`src/rtl/eval_pkg.sv`:
```
// Shared types for the evaluation-stack arbiter: FSM states and the pending-slot record.
package eval_pkg;

  localparam int unsigned DW_DEF = 32;

  typedef enum logic [1:0] {
    IDLE   = 2'd0,
    BUSY   = 2'd1,
    LOCKED = 2'd2
  } state_e;

  typedef struct packed {
    logic              valid;
    logic              push;
    logic [DW_DEF-1:0] data;
  } slot_t;

endpackage

```
`src/rtl/evalstack_arbiter_if.sv`:
```
// Requester-side and stack-side signals of the evaluation-stack arbiter.
interface evalstack_arbiter_if #(
  parameter int unsigned DW    = 32,
  parameter int unsigned DEPTH = 256
);
  localparam int unsigned DEPTH_W = $clog2(DEPTH + 1);

  logic               r0_trigger;
  logic               r0_push;
  logic [DW-1:0]      r0_write;
  logic               r0_lock;
  logic [DW-1:0]      r0_read;
  logic               r0_done;
  logic               r1_trigger;
  logic               r1_push;
  logic [DW-1:0]      r1_write;
  logic               r1_lock;
  logic [DW-1:0]      r1_read;
  logic               r1_done;
  logic               evaltrigger;
  logic               evalpush;
  logic [DW-1:0]      evalwrite;
  logic [DW-1:0]      evalread;
  logic               evaldone;
  logic [DEPTH_W-1:0] depth;
  logic               err_ovf;
  logic               err_unf;

  // Arbiter side
  modport slave (
    input  r0_trigger, r0_push, r0_write, r0_lock,
    input  r1_trigger, r1_push, r1_write, r1_lock,
    input  evalread, evaldone,
    output r0_read, r0_done, r1_read, r1_done,
    output evaltrigger, evalpush, evalwrite, depth, err_ovf, err_unf
  );

  // Environment side (requesters plus stack)
  modport master (
    output r0_trigger, r0_push, r0_write, r0_lock,
    output r1_trigger, r1_push, r1_write, r1_lock,
    output evalread, evaldone,
    input  r0_read, r0_done, r1_read, r1_done,
    input  evaltrigger, evalpush, evalwrite, depth, err_ovf, err_unf
  );

endinterface

```
`src/rtl/eval_req_slot.sv`:
```
// Per-requester capture register: holds one trigger until the arbiter retires it.
module eval_req_slot
  import eval_pkg::*;
(
  input  logic              clk,
  input  logic              rst_n,
  input  logic              i_trigger,
  input  logic              i_push,
  input  logic [DW_DEF-1:0] i_data,
  input  logic              i_clear,
  output slot_t             o_pend
);

  slot_t r_slot;

  // Load on trigger when empty; a trigger while full is ignored; clear wins over load
  always_ff @(posedge clk or negedge rst_n) begin
    if (!rst_n) begin
      r_slot <= '0;
    end else if (i_clear) begin
      r_slot.valid <= 1'b0;
    end else if (i_trigger && !r_slot.valid) begin
      r_slot.valid <= 1'b1;
      r_slot.push  <= i_push;
      r_slot.data  <= i_data;
    end
  end

  // Bypass an empty slot so a fresh trigger can be issued in its own cycle
  always_comb begin
    o_pend = r_slot;
    if (!r_slot.valid) begin
      o_pend.valid = i_trigger;
      o_pend.push  = i_push;
      o_pend.data  = i_data;
    end
  end

endmodule

```
`src/rtl/evalstack_arbiter.sv`:
```
// Two-requester round-robin arbiter for the evaluation-stack port with depth guarding.
module evalstack_arbiter
  import eval_pkg::*;
#(
  parameter int unsigned DEPTH = 256,
  parameter int unsigned DW    = DW_DEF
) (
  input logic                 clk,
  input logic                 rst_n,
  evalstack_arbiter_if.slave  bus
);

  localparam int unsigned DEPTH_W = $clog2(DEPTH + 1);
  localparam logic [DEPTH_W-1:0] FULL = DEPTH_W'(DEPTH);

  state_e               r_state, w_state_d;
  logic                 r_owner, r_last_grant;
  logic [DEPTH_W-1:0]   r_depth, w_depth_eff;
  logic                 r_trig, r_push, r_err_ovf, r_err_unf;
  logic [DW-1:0]        r_wr;
  logic [1:0][DW-1:0]   r_read;
  logic [1:0]           r_done;

  slot_t      w_pend0, w_pend1, w_sel;
  logic [1:0] w_lock, w_own, w_elig, w_req, w_clear;
  logic       w_done_now, w_last_eff, w_win, w_rej_ovf, w_rej_unf, w_reject, w_issue;

  eval_req_slot u_slot0 (
    .clk       (clk),
    .rst_n     (rst_n),
    .i_trigger (bus.r0_trigger),
    .i_push    (bus.r0_push),
    .i_data    (bus.r0_write),
    .i_clear   (w_clear[0]),
    .o_pend    (w_pend0)
  );

  eval_req_slot u_slot1 (
    .clk       (clk),
    .rst_n     (rst_n),
    .i_trigger (bus.r1_trigger),
    .i_push    (bus.r1_push),
    .i_data    (bus.r1_write),
    .i_clear   (w_clear[1]),
    .o_pend    (w_pend1)
  );

  assign w_lock = {bus.r1_lock, bus.r0_lock};
  assign w_own  = r_owner ? 2'b10 : 2'b01;

  // Arbitration: on evaldone the next op is chosen against the post-completion depth
  always_comb begin
    w_done_now  = (r_state == BUSY) && bus.evaldone;
    w_last_eff  = w_done_now ? r_owner : r_last_grant;
    w_depth_eff = r_depth;
    if (w_done_now) begin
      w_depth_eff = r_push ? r_depth + DEPTH_W'(1) : r_depth - DEPTH_W'(1);
    end
    case (r_state)
      IDLE:    w_elig = 2'b11;
      LOCKED:  w_elig = w_lock[r_owner] ? w_own : 2'b11;
      // Owner's slot is retiring now, so only the other requester can follow
      BUSY:    w_elig = (bus.evaldone && !w_lock[r_owner]) ? ~w_own : 2'b00;
      default: w_elig = 2'b00;
    endcase
    w_req     = w_elig & {w_pend1.valid, w_pend0.valid};
    w_win     = (w_req == 2'b11) ? ~w_last_eff : w_req[1];
    w_sel     = w_win ? w_pend1 : w_pend0;
    w_rej_ovf = (|w_req) && w_sel.push && (w_depth_eff == FULL);
    w_rej_unf = (|w_req) && !w_sel.push && (w_depth_eff == '0);
    w_reject  = w_rej_ovf || w_rej_unf;
    w_issue   = (|w_req) && !w_reject;
    w_clear[0] = (w_done_now && !r_owner) || (w_reject && !w_win);
    w_clear[1] = (w_done_now && r_owner) || (w_reject && w_win);
  end

  // FSM next state
  always_comb begin
    w_state_d = r_state;
    case (r_state)
      BUSY:    if (bus.evaldone) w_state_d = w_lock[r_owner] ? LOCKED : IDLE;
      LOCKED:  if (!w_lock[r_owner]) w_state_d = IDLE;
      default: ;
    endcase
    if (w_issue) begin
      w_state_d = BUSY;
    end else if (w_reject) begin
      w_state_d = IDLE;
    end
  end

  // FSM state register
  always_ff @(posedge clk or negedge rst_n) begin
    if (!rst_n) r_state <= IDLE;
    else        r_state <= w_state_d;
  end

  // Datapath: stack strobe, completion, depth tracking and sticky errors
  always_ff @(posedge clk or negedge rst_n) begin
    if (!rst_n) begin
      r_owner      <= 1'b0;
      r_last_grant <= 1'b1;
      r_depth      <= '0;
      r_trig       <= 1'b0;
      r_push       <= 1'b0;
      r_wr         <= '0;
      r_read       <= '0;
      r_done       <= 2'b00;
      r_err_ovf    <= 1'b0;
      r_err_unf    <= 1'b0;
    end else begin
      r_trig <= 1'b0;
      r_done <= 2'b00;
      if (w_done_now) begin
        r_depth          <= w_depth_eff;
        r_last_grant     <= r_owner;
        r_done[r_owner]  <= 1'b1;
        if (!r_push) r_read[r_owner] <= bus.evalread;
      end
      if (w_issue) begin
        r_trig  <= 1'b1;
        r_push  <= w_sel.push;
        r_wr    <= w_sel.data;
        r_owner <= w_win;
      end
      if (w_reject) begin
        if (w_rej_ovf) r_err_ovf <= 1'b1;
        if (w_rej_unf) r_err_unf <= 1'b1;
        r_done[w_win] <= 1'b1;
        r_read[w_win] <= '0;
      end
    end
  end

  assign bus.evaltrigger = r_trig;
  assign bus.evalpush    = r_push;
  assign bus.evalwrite   = r_wr;
  assign bus.r0_read     = r_read[0];
  assign bus.r1_read     = r_read[1];
  assign bus.r0_done     = r_done[0];
  assign bus.r1_done     = r_done[1];
  assign bus.depth       = r_depth;
  assign bus.err_ovf     = r_err_ovf;
  assign bus.err_unf     = r_err_unf;

endmodule

```
`src/flat_wrapper.sv`:
```
// flat-port wrapper written by rule: the top's interface ports become plain ports
module evalstack_arbiter_flat import eval_pkg::*;
#(
  parameter int unsigned DEPTH = 256,
  parameter int unsigned DW    = DW_DEF
)
  (clk, rst_n, bus_r0_trigger, bus_r0_push, bus_r0_write, bus_r0_lock, bus_r1_trigger, bus_r1_push, bus_r1_write, bus_r1_lock, bus_evalread, bus_evaldone, bus_r0_read, bus_r0_done, bus_r1_read, bus_r1_done, bus_evaltrigger, bus_evalpush, bus_evalwrite, bus_depth, bus_err_ovf, bus_err_unf);
  evalstack_arbiter_if #(.DW(DW), .DEPTH(DEPTH)) bus_i ();
  input logic clk;
  input logic rst_n;
  input wire logic [$bits(bus_i.r0_trigger)-1:0] bus_r0_trigger;
  input wire logic [$bits(bus_i.r0_push)-1:0] bus_r0_push;
  input wire logic [$bits(bus_i.r0_write)-1:0] bus_r0_write;
  input wire logic [$bits(bus_i.r0_lock)-1:0] bus_r0_lock;
  input wire logic [$bits(bus_i.r1_trigger)-1:0] bus_r1_trigger;
  input wire logic [$bits(bus_i.r1_push)-1:0] bus_r1_push;
  input wire logic [$bits(bus_i.r1_write)-1:0] bus_r1_write;
  input wire logic [$bits(bus_i.r1_lock)-1:0] bus_r1_lock;
  input wire logic [$bits(bus_i.evalread)-1:0] bus_evalread;
  input wire logic [$bits(bus_i.evaldone)-1:0] bus_evaldone;
  output wire logic [$bits(bus_i.r0_read)-1:0] bus_r0_read;
  output wire logic [$bits(bus_i.r0_done)-1:0] bus_r0_done;
  output wire logic [$bits(bus_i.r1_read)-1:0] bus_r1_read;
  output wire logic [$bits(bus_i.r1_done)-1:0] bus_r1_done;
  output wire logic [$bits(bus_i.evaltrigger)-1:0] bus_evaltrigger;
  output wire logic [$bits(bus_i.evalpush)-1:0] bus_evalpush;
  output wire logic [$bits(bus_i.evalwrite)-1:0] bus_evalwrite;
  output wire logic [$bits(bus_i.depth)-1:0] bus_depth;
  output wire logic [$bits(bus_i.err_ovf)-1:0] bus_err_ovf;
  output wire logic [$bits(bus_i.err_unf)-1:0] bus_err_unf;
  assign bus_i.r0_trigger = bus_r0_trigger;
  assign bus_i.r0_push = bus_r0_push;
  assign bus_i.r0_write = bus_r0_write;
  assign bus_i.r0_lock = bus_r0_lock;
  assign bus_i.r1_trigger = bus_r1_trigger;
  assign bus_i.r1_push = bus_r1_push;
  assign bus_i.r1_write = bus_r1_write;
  assign bus_i.r1_lock = bus_r1_lock;
  assign bus_i.evalread = bus_evalread;
  assign bus_i.evaldone = bus_evaldone;
  assign bus_r0_read = bus_i.r0_read;
  assign bus_r0_done = bus_i.r0_done;
  assign bus_r1_read = bus_i.r1_read;
  assign bus_r1_done = bus_i.r1_done;
  assign bus_evaltrigger = bus_i.evaltrigger;
  assign bus_evalpush = bus_i.evalpush;
  assign bus_evalwrite = bus_i.evalwrite;
  assign bus_depth = bus_i.depth;
  assign bus_err_ovf = bus_i.err_ovf;
  assign bus_err_unf = bus_i.err_unf;
  evalstack_arbiter #(.DEPTH(DEPTH), .DW(DW)) u_core (.clk(clk), .rst_n(rst_n), .bus(bus_i));
endmodule
```
`config.mk`:
```
export PLATFORM = sky130hd
export DESIGN_NAME = evalstack_arbiter_flat
export DESIGN_NICKNAME = d
export VERILOG_FILES = /design/src/rtl/eval_pkg.sv /design/src/rtl/evalstack_arbiter_if.sv /design/src/rtl/eval_req_slot.sv /design/src/rtl/evalstack_arbiter.sv /design/src/flat_wrapper.sv
export SDC_FILE = /design/constraint.sdc
export NUM_CORES = 1
export LEC_CHECK = 0
export ABC_CLOCK_PERIOD_IN_PS = 4400
export BUFFER_PORTS_ARGS = -buffer_cell sky130_fd_sc_hd__buf_2
export CELL_PAD_IN_SITES_DETAIL_PLACEMENT = 1
export CELL_PAD_IN_SITES_GLOBAL_PLACEMENT = 1
export CORE_MARGIN = 3
export CORE_UTILIZATION = 30
export CTS_BUF_LIST = sky130_fd_sc_hd__clkbuf_8
export DETAILED_ROUTE_END_ITERATION = 16
export PLACE_DENSITY = 0.7
export SLEW_MARGIN = 20
export SYNTH_ARGS = -nofsm -noshare
export SYNTH_HDL_FRONTEND = slang
export SYNTH_SLANG_ARGS = --single-unit
```
`constraint.sdc`:
```
create_clock -name clk -period 4.4 [get_ports clk]
set_input_delay 0.66 -clock clk [delete_from_list [all_inputs] [get_ports clk]]
set_output_delay 0.66 -clock clk [all_outputs]
set_load 0.02 [all_outputs]
```
== After elaboration in Yosys (flattened, before gate mapping) ==
Index checks and enable logic that the tools add are counted.
Storage, ports and cells
  register bits after elaboration: 183
Cells by class
  add/subtract/negate cells: 2
  $lt $le $gt $ge: 4
  equality and inequality tests: 6
  mux-type cells: 38
  bitwise operators: 8
  reduce and logical (&&, ||, !) cells: 36
Operators with widths (count)
  2-to-1 mux 64 bit: 3
  2-to-1 mux 34 bit: 4
  bitwise AND 64 bit: 1
  bitwise mux 64 bit: 1
  demux 32 bit (select 1 bit): 2
  2-to-1 mux 32 bit: 2
  inverter 64 bit: 1
  2-to-1 mux 33 bit: 1
  2-to-1 mux 2 bit: 10
  2-to-1 mux 9 bit: 2
  logical AND 1 bit: 15
  adder 9 x 1 -> 9 bit (second input constant): 1
  == test 9 bit (second input constant): 1
  zero test 9 bit: 1
  2-to-1 mux 1 bit: 9
  subtractor 9 x 1 -> 9 bit (second input constant): 1
  != test 4 x 2 -> 1 bit (second input constant): 2
  AND reduction 2 bit: 4
  zero test 1 bit: 7
  one-hot mux 2 bit (3 select lines): 1
  == test 2 bit (second input constant): 2
  < comparator 1 x 2 -> 1 bit (second input constant): 2
  one-hot mux 2 bit (2 select lines): 1
  nonzero test 2 bit: 2
  12 further kinds: 18

== Logic depth before layout (Yosys ltp) ==
  word-level depth: 18
  mapped depth: 13
  mapped depth without buffers: 10

== Hierarchy ==
From an unflattened synthesis, not the netlist that was laid out.
Second synthesis, totals
  cell total of the unflattened synthesis: 724
  area total of the unflattened synthesis: 8808.4 sq um
By module, submodules not included
  evalstack_arbiter: instances 1, cells an instance 504, area each 5437.7 sq um
  eval_req_slot: instances 2, cells an instance 110, area each 1685.4 sq um

== Least setup slack after synthesis ==
OpenSTA, ideal clock, no wires.
  kind: flip-flop to flip-flop
  start: reg u_core.r_push, in the netlist u_core.bus.evalpush
  end: reg u_core.u_slot1.r_slot[10] (netlist bit)
  library setup time: 0.125 ns
  arrival: 3.271 ns
  slack: 1.004 ns
  cell stages (with the launch flop): 12
  buffers on the path: 1
  clock period less this slack: 3.396 ns
  path through: dfrtp_1 inv_1 ha_1 or2_2 a41o_1 o31ai_1 xor2_1 a31oi_1 o31ai_4 nor3b_4 buf_6 mux2_4
Between the ends
  cells in the longest elaborated chain, start to end: 9
  elaborated cells on any way between the ends: 11
  those cells by class: eq/ne: 1; mux: 2; bitwise: 1; reduce/logical: 7
Ends and longest elaborated chain
  from (decl): RTL line evalstack_arbiter.sv:19  | logic r_trig, r_push, r_err_ovf, r_err_unf;
  from (signal assigned): RTL line evalstack_arbiter.sv:122  | r_push <= w_sel.push;
  2-to-1 mux 9 bit *: RTL line evalstack_arbiter.sv:57  | w_depth_eff = r_push ? r_depth + DEPTH_W'(1) : r_depth - DEPTH_W'(1);
  2-to-1 mux 9 bit *: RTL line evalstack_arbiter.sv:56  | if (w_done_now) begin
  == test 9 bit or zero test 9 bit (tied branches): RTL line evalstack_arbiter.sv:69, evalstack_arbiter.sv:70
  logical AND 1 bit, on equally long branches: RTL line evalstack_arbiter.sv:69, evalstack_arbiter.sv:70
  logical OR 1 bit *: RTL line evalstack_arbiter.sv:71  | w_reject = w_rej_ovf || w_rej_unf;
  logical AND 1 bit *: RTL line evalstack_arbiter.sv:74  | w_clear[1] = (w_done_now && r_owner) || (w_reject && w_win);
  logical OR 1 bit *: RTL line evalstack_arbiter.sv:74
  inverter 1 bit (no line) *
  AND reduction 2 bit (no line) *
  to (decl): RTL line eval_req_slot.sv:14  | slot_t r_slot;
Every way passes the cells marked *; elsewhere a longest branch is shown, timed or not.
A chain may end at the register's enable or synchronous reset.

== Final worst setup path ==
  start: reg u_core.r_push, in the netlist u_core.bus.evalpush
  end: reg u_core.u_slot0.r_slot[2] (netlist bit)
Between the ends
  cells in the longest elaborated chain, start to end: 9
  elaborated cells on any way between the ends: 11
  those cells by class: eq/ne: 1; mux: 2; bitwise: 1; reduce/logical: 7
Ends and longest elaborated chain
  2-to-1 mux 9 bit *: RTL line evalstack_arbiter.sv:57
  2-to-1 mux 9 bit *: RTL line evalstack_arbiter.sv:56
  == test 9 bit or zero test 9 bit (tied branches): RTL line evalstack_arbiter.sv:69, evalstack_arbiter.sv:70
  logical AND 1 bit, on equally long branches: RTL line evalstack_arbiter.sv:69, evalstack_arbiter.sv:70
  logical OR 1 bit *: RTL line evalstack_arbiter.sv:71
  logical AND 1 bit *: RTL line evalstack_arbiter.sv:73  | w_clear[0] = (w_done_now && !r_owner) || (w_reject && !w_win);
  logical OR 1 bit *: RTL line evalstack_arbiter.sv:73
  inverter 1 bit (no line) *
  AND reduction 2 bit (no line) *
  to (decl): RTL line eval_req_slot.sv:14
Marked as above.

==> key figures <==
STA
  • Clk_skew: 0.0199 ns
  • Least-Margin Pin Slew: 0.903 ns
  • Period minus WS final: 3.74 ns
  • Period utilization: 84.9%
  • RSZ-0062 raised after global routing: no
  • Final hold violations: 0
  • Max Fclk: 0.268 GHz
  • Max_slew headroom: 39.7%
  • Setup violations, final: 0
  • Total negative setup slack: 0 ns
  • Final-report max-slew violation count: 0

Setup path
  • CP Data Required Time: 4.73 ns
  • Crit path largest cell delay: 0.41 ns
  • CP cell instances: inv_1, ha_1, or2_2, a41o_1, o31ai_1, xor2_1, a31oi_1, nor2_2, a31o_2, buf_4, mux2_2
  • WP data arrival: 4.07 ns
  • Worst r2r dst: u_core.u_slot0.r_slot[2]
  • R2R depth: 11
  • CP delay by family, top: compound AO/OA/AOI/OAI gates
  • Buf/Inv on CP: 2
  • Worst r2r src: u_core.bus.evalpush
  • Critical-path maximum fanout: 21
  • CP Capture Type: flop
  • Startpoint Class: flop
  • R2R setup slack: 0.66 ns
  • CP Class: reg -> reg
  • Crit-path slowest cell: dfrtp_1

Yosys
  • Syn_area_per_cell: 11.8 um2
  • Top_reg_cell synth: dfrtp_1
  • Synthesized instance count: 741
  • Sequential element share of the synthesized area: 52.3%
  • Syn Std Cell Area: 8760 um2
  • Cell variety after synth: 51
  • Ys async rst share: 100%
  • Synth warn: 0
  • Syn_nets: 858
  • Post-synth EDFFs: 0
  • Number of synthesized register bits: 183

CTS
  • Clock Tree Root: clkbuf_8
  • CTS tree: yes
  • H-tree depth: 4
  • Post-CTS Resized: 0
  • Worst skew pair latency: 0.46 ns
  • Hold-fix buffers, CTS: 0
  • TritonCTS Buffers: 17
  • CTS max path bufs: 2
  • Clk sinks: 183
  • Clk pin slew, worst setup/hold paths: 0.10 ns
  • # Post-CTS Setup Buffers: 0

GRT
  • Total gr overflow: 0
  • Global-route wire length before repair: 39,200 um
  • Vias in the first global route: 6,886
  • Tot GR Track Use: 16.0%
  • Initial antenna violation count: 4
  • Largest net degree at the start of global routing: 98

Detailed routing
  • Final WL: 24,700 um
  • WL/cell: 18.5 um
  • Pre-Repair DR Iteration Count: 4
  • DR iter-0 viols: 223
  • Final ANT Viol Nets: 0
  • DR vias/cell: 4.71
  • Drt drc: 0
  • Routed via count: 6,294

Pwr
  • Maximum vdd drop: 0.297 mV
  • LEAKAGE: 4.95 nW
  • Pwr per Cell Area: 839 nW/um2

Placement
  • # port buffers: 215
  • Placed Area: 10,200 um2
  • DP HPWL: 17,200 um
  • Final GP Congestion: 0.770

Outcome
  • Status: finished, final reports clean

Cells and area
  • # nets final: 1,061
  • Final non-filler cell area: 10,600 um2
  • Area growth, synth to finish: 21.3%
  • Layout cells sized above 1: 40.2%

Floorplan
  • I/O pin cnt: 216
  • Rows: 61
  • Chip width: 177 um
  • Core area: 28,300 um2
  • Die Footprint: 31,300 um2
  • Initial Utilization: 30.9%
  • Die Span Y: 177 um

Run
  • Max Cap Viol: 0

Worst hold path
  • Min-Delay Path Class: in -> async
-- cells in the final DEF (no fill, tap or decap), types with 3 or more instances in the layout --
cell,count
buf_2,214
dfrtp_1,180
nand2_1,80
mux2_2,70
mux2i_1,69
a21oi_1,67
nor2_1,40
a211oi_1,34
nor2b_1,32
mux2_4,30
clkbuf_8,21
buf_4,15
ha_1,11
o21ai_0,7
inv_1,6
xor2_1,5
nor3_1,4
inv_6,4
nand3b_1,3
or2_2,3
o21bai_1,3
a21o_1,3
nand2b_1,3
o31ai_1,3
xnor2_1,3
a31o_2,3
clkinvlp_4,3
-- kinds of logic (layout without fill, tap and decap cells) --
kind of cell | after synthesis | count (layout) | synth area share (%)
muxes | 170 | 170 | 22.2
buffers and inverters | 53 | 269 | 3.24
xor gates and xnor gates | 9 | 9 | 1.07
adders and majority gates | 12 | 12 | 1.80
AOI/OAI and AO/OA | 131 | 131 | 9.72
DFF | 183 | 183 | 52.3
other | 0 | 1 | 0
and+or+nand+nor | 183 | 183 | 9.71
-- layout make-up --
cell class              instances  area (um2)
well taps                     378         473
diodes                          1        2.50
clock buffers                  20         275
inverters                       6        22.5
flip-flops and latches        183        4580
clock inverters                12         136
fillers                      3164       17700
multi-input cells             505        3920
repair buffers                231        1220
-- worst max-delay path by stage --
stage	from	endpoint	slack, ns	cells after the start
floorplan	u_core.bus.evalpush	u_core.u_slot1.r_slot[10]	1.00	11
global placement	u_core.bus.evalpush	u_core.u_slot0.r_slot[14]	0.76	11
detailed placement	u_core.bus.evalpush	u_core.u_slot0.r_slot[26]	0.68	11
CTS	u_core.bus.evalpush	u_core.u_slot0.r_slot[22]	0.66	11
global route	u_core.bus.evalpush	u_core.u_slot0.r_slot[21]	0.38	11
finish	u_core.bus.evalpush	u_core.u_slot0.r_slot[2]	0.66	11
-- layer usage --
layer  share of wire (%)  vias to the layer above  wire, um  GRT usage (%)
li1                    -                     3005         -              -
met1                  44                     3141     10800           20.2
met2                  50                      110     12400           27.2
met3                 3.2                       32       787           3.22
met4                 2.6                        6       637           5.60
met5                0.11                        -        28              0
-- power by group --
group	switching (W)	internal (W)	leakage (nW)
Combinational	0.00263	0.00204	2.56
Clock	0.000647	0.000557	0.203
Sequential	0.000488	0.00256	2.19
-- synthesized netlist by cell type (2+ instances only) --
master / instances / area (um2)
nor2_1: 42 / 158
buf_1: 3 / 11.3
mux2_2: 70 / 788
a211oi_1: 34 / 255
xnor2_1: 3 / 26.3
nand2b_1: 3 / 18.8
nor3b_1: 2 / 15.0
o21bai_1: 3 / 22.5
a31o_2: 3 / 26.3
nor2_2: 2 / 12.5
mux2_4: 30 / 450
nor2b_1: 32 / 200
a21o_1: 3 / 22.5
buf_2: 5 / 25.0
and2_1: 2 / 12.5
xor2_1: 5 / 43.8
nand3b_1: 3 / 22.5
clkbuf_1: 28 / 105
dfrtp_1: 182 / 4550
buf_6: 10 / 113
mux2i_1: 69 / 691
and3_1: 2 / 12.5
o21ai_0: 7 / 35.0
ha_1: 11 / 138
inv_1: 6 / 22.5
a21oi_1: 67 / 335
nand2_1: 80 / 300
nand3_1: 3 / 15.0
nor3_1: 5 / 25.0
or2_2: 3 / 18.8
o31ai_1: 3 / 22.5
-- sequential cells by signal, summed over array words and instances (netlist names) --
register,flops
u_core.u_slot0.r_slot,34
u_core.u_slot1.r_slot,34
u_core.bus.evalwrite,32
u_core.bus.r0_read,32
u_core.bus.r1_read,32
u_core.bus.depth,9
u_core.r_done,2
u_core.r_state,2
u_core.bus.err_ovf,1
u_core.bus.err_unf,1
u_core.bus.evalpush,1
u_core.bus.evaltrigger,1
u_core.r_last_grant,1
u_core.r_owner,1
-- stage by stage --
| stage | utilization [%] | hold slack [ns] | setup WS, ns | total power, W | std cells |
|---|---|---|---|---|---|
| finish | 37.6 | 0.252 | 0.662 | 0.00892 | 1336 |
| global placement | 36.1 | 0.461 | 0.756 | 0.00767 | 1303 |
| CTS | 37.5 | 0.290 | 0.659 | 0.00907 | 1335 |
| detailed placement | 36.1 | 0.451 | 0.678 | 0.00782 | 1303 |
| global route | 37.6 | 0.293 | 0.376 | 0.00964 | 1336 |
| floorplan | - | 0.364 | 1.00 | 0.00642 | 741 |
Power figures use the tool's default switching activity.
